===== src/rtl/alu_serial_seq.sv =====
// Bit-serial sequencer driving a one-bit ALU slice LSB first, with start/done handshake.
// Optional feature: define ALU_SERIAL_SLT_EN to support opcode 0111 (set-less-than).
module alu_serial_seq #(
    parameter int WIDTH = 32
) (
    input  logic             clk,
    input  logic             rst,
    input  logic             start,
    input  logic [3:0]       op,
    input  logic [WIDTH-1:0] a,
    input  logic [WIDTH-1:0] b,
    output logic             ready,
    output logic             done,
    output logic [WIDTH-1:0] result,
    output logic             zero,
    output logic             cout,
    output logic             overflow,
    output logic             err,
    output logic             slice_src1,
    output logic             slice_src2,
    output logic             slice_cin,
    output logic [3:0]       slice_ctrl,
    input  logic             slice_result,
    input  logic             slice_cout
);

    localparam int KW = (WIDTH > 2) ? $clog2(WIDTH) : 1;
    localparam logic [KW-1:0] K_LAST = KW'(WIDTH - 1);

    typedef enum logic [1:0] {IDLE, RUN, DONE} state_t;

    state_t           state;
    logic [WIDTH-1:0] a_q;
    logic [WIDTH-1:0] b_q;
    logic [WIDTH-2:0] res_q;
    logic [3:0]       op_q;
    logic             op_ok;
    logic             arith_q;
    logic             carry_q;
    logic [KW-1:0]    k;

    logic [WIDTH-1:0] word;
    logic [WIDTH-1:0] final_res;
    logic             co_w;
    logic             ov_w;
    logic             running;

    function automatic logic op_supported(input logic [3:0] o);
        case (o)
            4'b0000, 4'b0001, 4'b0010, 4'b0110, 4'b1100, 4'b1101: op_supported = 1'b1;
`ifdef ALU_SERIAL_SLT_EN
            4'b0111: op_supported = 1'b1;
`endif
            default: op_supported = 1'b0;
        endcase
    endfunction

    function automatic logic op_arith(input logic [3:0] o);
        case (o)
            4'b0010, 4'b0110: op_arith = 1'b1;
`ifdef ALU_SERIAL_SLT_EN
            4'b0111: op_arith = 1'b1;
`endif
            default: op_arith = 1'b0;
        endcase
    endfunction

    // Operands shift right each RUN cycle, so bit 0 is always the current bit.
    assign running    = (state == RUN);
    assign slice_src1 = running & a_q[0];
    assign slice_src2 = running & b_q[0];
    assign slice_cin  = running & arith_q & carry_q;
    assign slice_ctrl = (running && op_ok) ? op_q : 4'b0000;

    always_comb begin
        word      = {slice_result, res_q};
        co_w      = arith_q & slice_cout;
        ov_w      = arith_q & (carry_q ^ slice_cout);
        final_res = op_ok ? word : '0;
`ifdef ALU_SERIAL_SLT_EN
        // SLT: sign of the difference corrected by overflow gives the signed compare.
        if (op_q == 4'b0111) begin
            final_res = {{(WIDTH-1){1'b0}}, slice_result ^ ov_w};
        end
`endif
    end

    always_ff @(posedge clk) begin
        if (rst) begin
            state    <= IDLE;
            ready    <= 1'b1;
            done     <= 1'b0;
            result   <= '0;
            zero     <= 1'b0;
            cout     <= 1'b0;
            overflow <= 1'b0;
            err      <= 1'b0;
            op_q     <= 4'b0000;
            op_ok    <= 1'b0;
            arith_q  <= 1'b0;
            carry_q  <= 1'b0;
            k        <= '0;
        end else begin
            case (state)
                IDLE: begin
                    if (start) begin
                        a_q      <= a;
                        b_q      <= b;
                        op_q     <= op;
                        op_ok    <= op_supported(op);
                        arith_q  <= op_arith(op);
                        // SUB and SLT (op[2] set) start with carry-in 1 for two's complement.
                        carry_q  <= op_arith(op) & op[2];
                        k        <= '0;
                        result   <= '0;
                        zero     <= 1'b0;
                        cout     <= 1'b0;
                        overflow <= 1'b0;
                        err      <= 1'b0;
                        ready    <= 1'b0;
                        state    <= RUN;
                    end
                end
                RUN: begin
                    a_q     <= a_q >> 1;
                    b_q     <= b_q >> 1;
                    res_q   <= word[WIDTH-1:1];
                    carry_q <= slice_cout;
                    k       <= k + 1'b1;
                    if (k == K_LAST) begin
                        result   <= final_res;
                        zero     <= (final_res == '0);
                        cout     <= co_w;
                        overflow <= ov_w;
                        err      <= ~op_ok;
                        done     <= 1'b1;
                        state    <= DONE;
                    end
                end
                DONE: begin
                    done  <= 1'b0;
                    ready <= 1'b1;
                    state <= IDLE;
                end
                default: state <= IDLE;
            endcase
        end
    end

endmodule


===== config.mk =====
export PLATFORM = sky130hd
export DESIGN_NAME = alu_serial_seq
export DESIGN_NICKNAME = d
export VERILOG_FILES = /design/src/rtl/alu_serial_seq.sv
export SDC_FILE = /design/constraint.sdc
export NUM_CORES = 1
export LEC_CHECK = 0
export CAP_MARGIN = 20
export CORE_MARGIN = 3
export CORE_UTILIZATION = 51
export CTS_CLUSTER_SIZE = 24
export DETAILED_ROUTE_END_ITERATION = 12
export GPL_TIMING_DRIVEN = 1
export PLACE_DENSITY = 0.79
export SLEW_MARGIN = 5
export SYNTH_ARGS = -nofsm -noshare
export SYNTH_HDL_FRONTEND = slang
export SYNTH_SLANG_ARGS = --single-unit
export TNS_END_PERCENT = 5

===== constraint.sdc =====
create_clock -name clk -period 6.62 [get_ports clk]
set_input_delay 1.986 -clock clk [delete_from_list [all_inputs] [get_ports clk]]
set_output_delay 1.986 -clock clk [all_outputs]
set_load 0.03 [all_outputs]

==> impl_metrics.toml <==
[status]
status = "complete, no violations"

[yosys]
yosysSeqAreaShare = 0.6736
ys_warn_count = 0
ys_ff_latch = 147
synth_common_cells = "nand2_1 (227), edfxtp_1 (95), dfxtp_1 (52)"
synth.net_count = 631
yosysMostFrequentCell = "nand2_1"
synth_ff_type = "edfxtp_1"
synth_top_area_cell = "edfxtp_1"
postSynth.asyncResetShare = 0
synthCells = 556
synth_area_um2 = 5781
synthTopCellsByArea = "edfxtp_1 (49%), dfxtp_1 (18%), nand2_1 (15%)"
avgSynthCellArea_um2 = 10.40
synth.distinct_cells = 33
synth_edf_count = 95
synth_top_area_share = 0.4935

[final_layout]
multi_input_area_um2 = 1698
seq_area_um2 = 3894
final_cells = 817
fillCellCount = 818
fin_nets = 739
finalInstanceArea_um2 = 7604
drive_gt1_frac = 0.06647
antenna_cells = 0
final_util = 0.6953
synthToLayoutAreaGrowth_pct = 31.54

[grt]
grt_pass1_wl_mm = 20.16
antenna_found_initial = 1
grt_pass1_vias = 4164
gr-usage-met2 = 0.3290
grtUsageMet3 = 0.06631
grt_max_degree = 53
grt_use_total = 0.2024
globalRouteOverflowTotal = 0
grt_busiest_layer = "met2"
grtUsageMet1 = 0.2578

[placed_design]
pre_cts_ws_ns = 2.162
place.port_buffers = 117
placed_cell_area_um2 = 6990
hpwlAfterDp_mm = 8.242
gp_congestion = 0.7697
numPlacedInstances = 784

[timing]
final-hold-violation-count = 0
setup_viol = 0
hold_slack_ns = 0.4540
worst_slack_ns = 1.943
tns_ns = 0
worst_slew_pin_slew_ns = 1.029
worst_clock_skew_ns = 0.006502
fmax_mhz = 213.8
period_share = 0.7065
finalMaxSlewViolations = 0
fin_crit_ns = 4.677
maxSlewHeadroom = 0.3137
rsz0062_at_grt = "false"

[clock_network]
worstSkewPairLatency_ns = 0.41
clk_path_buf_depth = 2
cts_buffers = 17
postCtsSetupRepairBufs = 0
cts_tree = "done"
cts.clk_slew.worst_paths_ns = 0.06
cts.sinks = 147
cts_max_level = 4
ctsHoldBuffers = 0
clock-root-buffer = "clkbuf_16"
cts_resized = 0

[setup_path]
cp-start-kind = "flop"
end_kind = "output port"
critPathKind = "reg -> out"
worstSetupStartpoint = "state[1]$_SDFFE_PP0P_"
critical_path_required_ns = 4.63
regToRegStartpoint = "state[1]$_SDFFE_PP0P_"
worstPathArrival_ns = 2.69
crit_fanout = 50

[die]
pin_count = 118
start_util = 0.5286
coreArea_um2 = 10940
die_y_um = 112.5
rows = 38
die_area_um2 = 12650
die_width_um = 112.5

[routing]
drt_pre_antenna_iters = 5
vias = 4306
drc_errors = 0
drt_iter0_markers = 336
wl_per_cell_um = 15.48
ant_nets = 0
drt-total-wl_mm = 12.65
viasPerCell = 5.271

[power_and_ir_drop]
p_per_area_nw_per_um2 = 283.3
total_power_mw = 2.154
p_leak_nw = 2.890
irDropWorstVdd_v = 0.0001617

[min_path]
min-delay-start = "result[27]$_SDFFE_PP0P_"
hold_path_class = "reg -> reg"

[flow_run]
drv_cap = 0
[cell type report]
| type | count | share of cell area |
|---|---|---|
| tap | 140 | 0.02304 |
| multi-input combinational | 373 | 0.2233 |
| inverter | 2 | 0.0009873 |
| sequential | 147 | 0.5121 |
| timing repair buffer | 123 | 0.1636 |
| clock inverter | 12 | 0.01547 |
| clock buffer | 20 | 0.06154 |
[logic make-up after synthesis]
kind of cell | synth area share
mux | 0.003680
buf+inv | 0.03506
flops | 0.6736
fa+ha+maj | 0.004328
simple gates | 0.2210
xor+xnor | 0.001515
compound gates | 0.06082
[sequential cells by signal, summed over array words and instances, names as in the netlist]
register	count
a_q	32
b_q	32
result	32
res_q	31
k	5
op_q	4
state	2
arith_q	1
carry_q	1
cout	1
done	1
err	1
op_ok	1
overflow	1
ready	1
zero	1
[layer usage]
layer / wire length [um] / part of all wire
met4: 189 / 0.015
met1: 5363 / 0.42
met2: 6170 / 0.49
met5: 7 / 0.00055
met3: 918 / 0.073
[cells in the final DEF (no fill, tap or decap), types with 2 or more instances in the layout]
master	instances
nand2_1	227
clkdlybuf4s50_1	116
edfxtp_1	95
dfxtp_1	52
a21oi_1	44
nand3_1	33
clkbuf_16	18
nor2_1	10
nor4_1	8
o21ai_0	7
and2_1	7
and3_1	6
nand4_1	6
a22oi_1	4
inv_6	4
buf_4	4
a211oi_1	3
inv_1	2
nor2_2	2
ha_1	2
clkinv_4	2
inv_4	2
[where the power goes]
group / total (mW) / internal, mW / switching (mW)
Combinational: 0.165 / 0.0728 / 0.0925
Clock: 0.942 / 0.558 / 0.385
Sequential: 1.05 / 1.03 / 0.0195
Total: 2.15 / 1.66 / 0.497
[final timing paths]
check / to / slack, ns / cells past startpoint
max reg2reg: result[29]$_SDFFE_PP0P_ / 3.86 / 4
min reg2reg: result[27]$_SDFFE_PP0P_ / 0.45 / 2
max: slice_src1 / 1.94 / 3
min: result[27]$_SDFFE_PP0P_ / 0.45 / 2
[critical path, stage by stage, from the launching register on]
cell             delay (ns)
dfxtp_1                0.44
and2b_2                0.89
and2_1                 0.25
clkdlybuf4s50_1        0.69
Power figures use the tool's default switching activity.
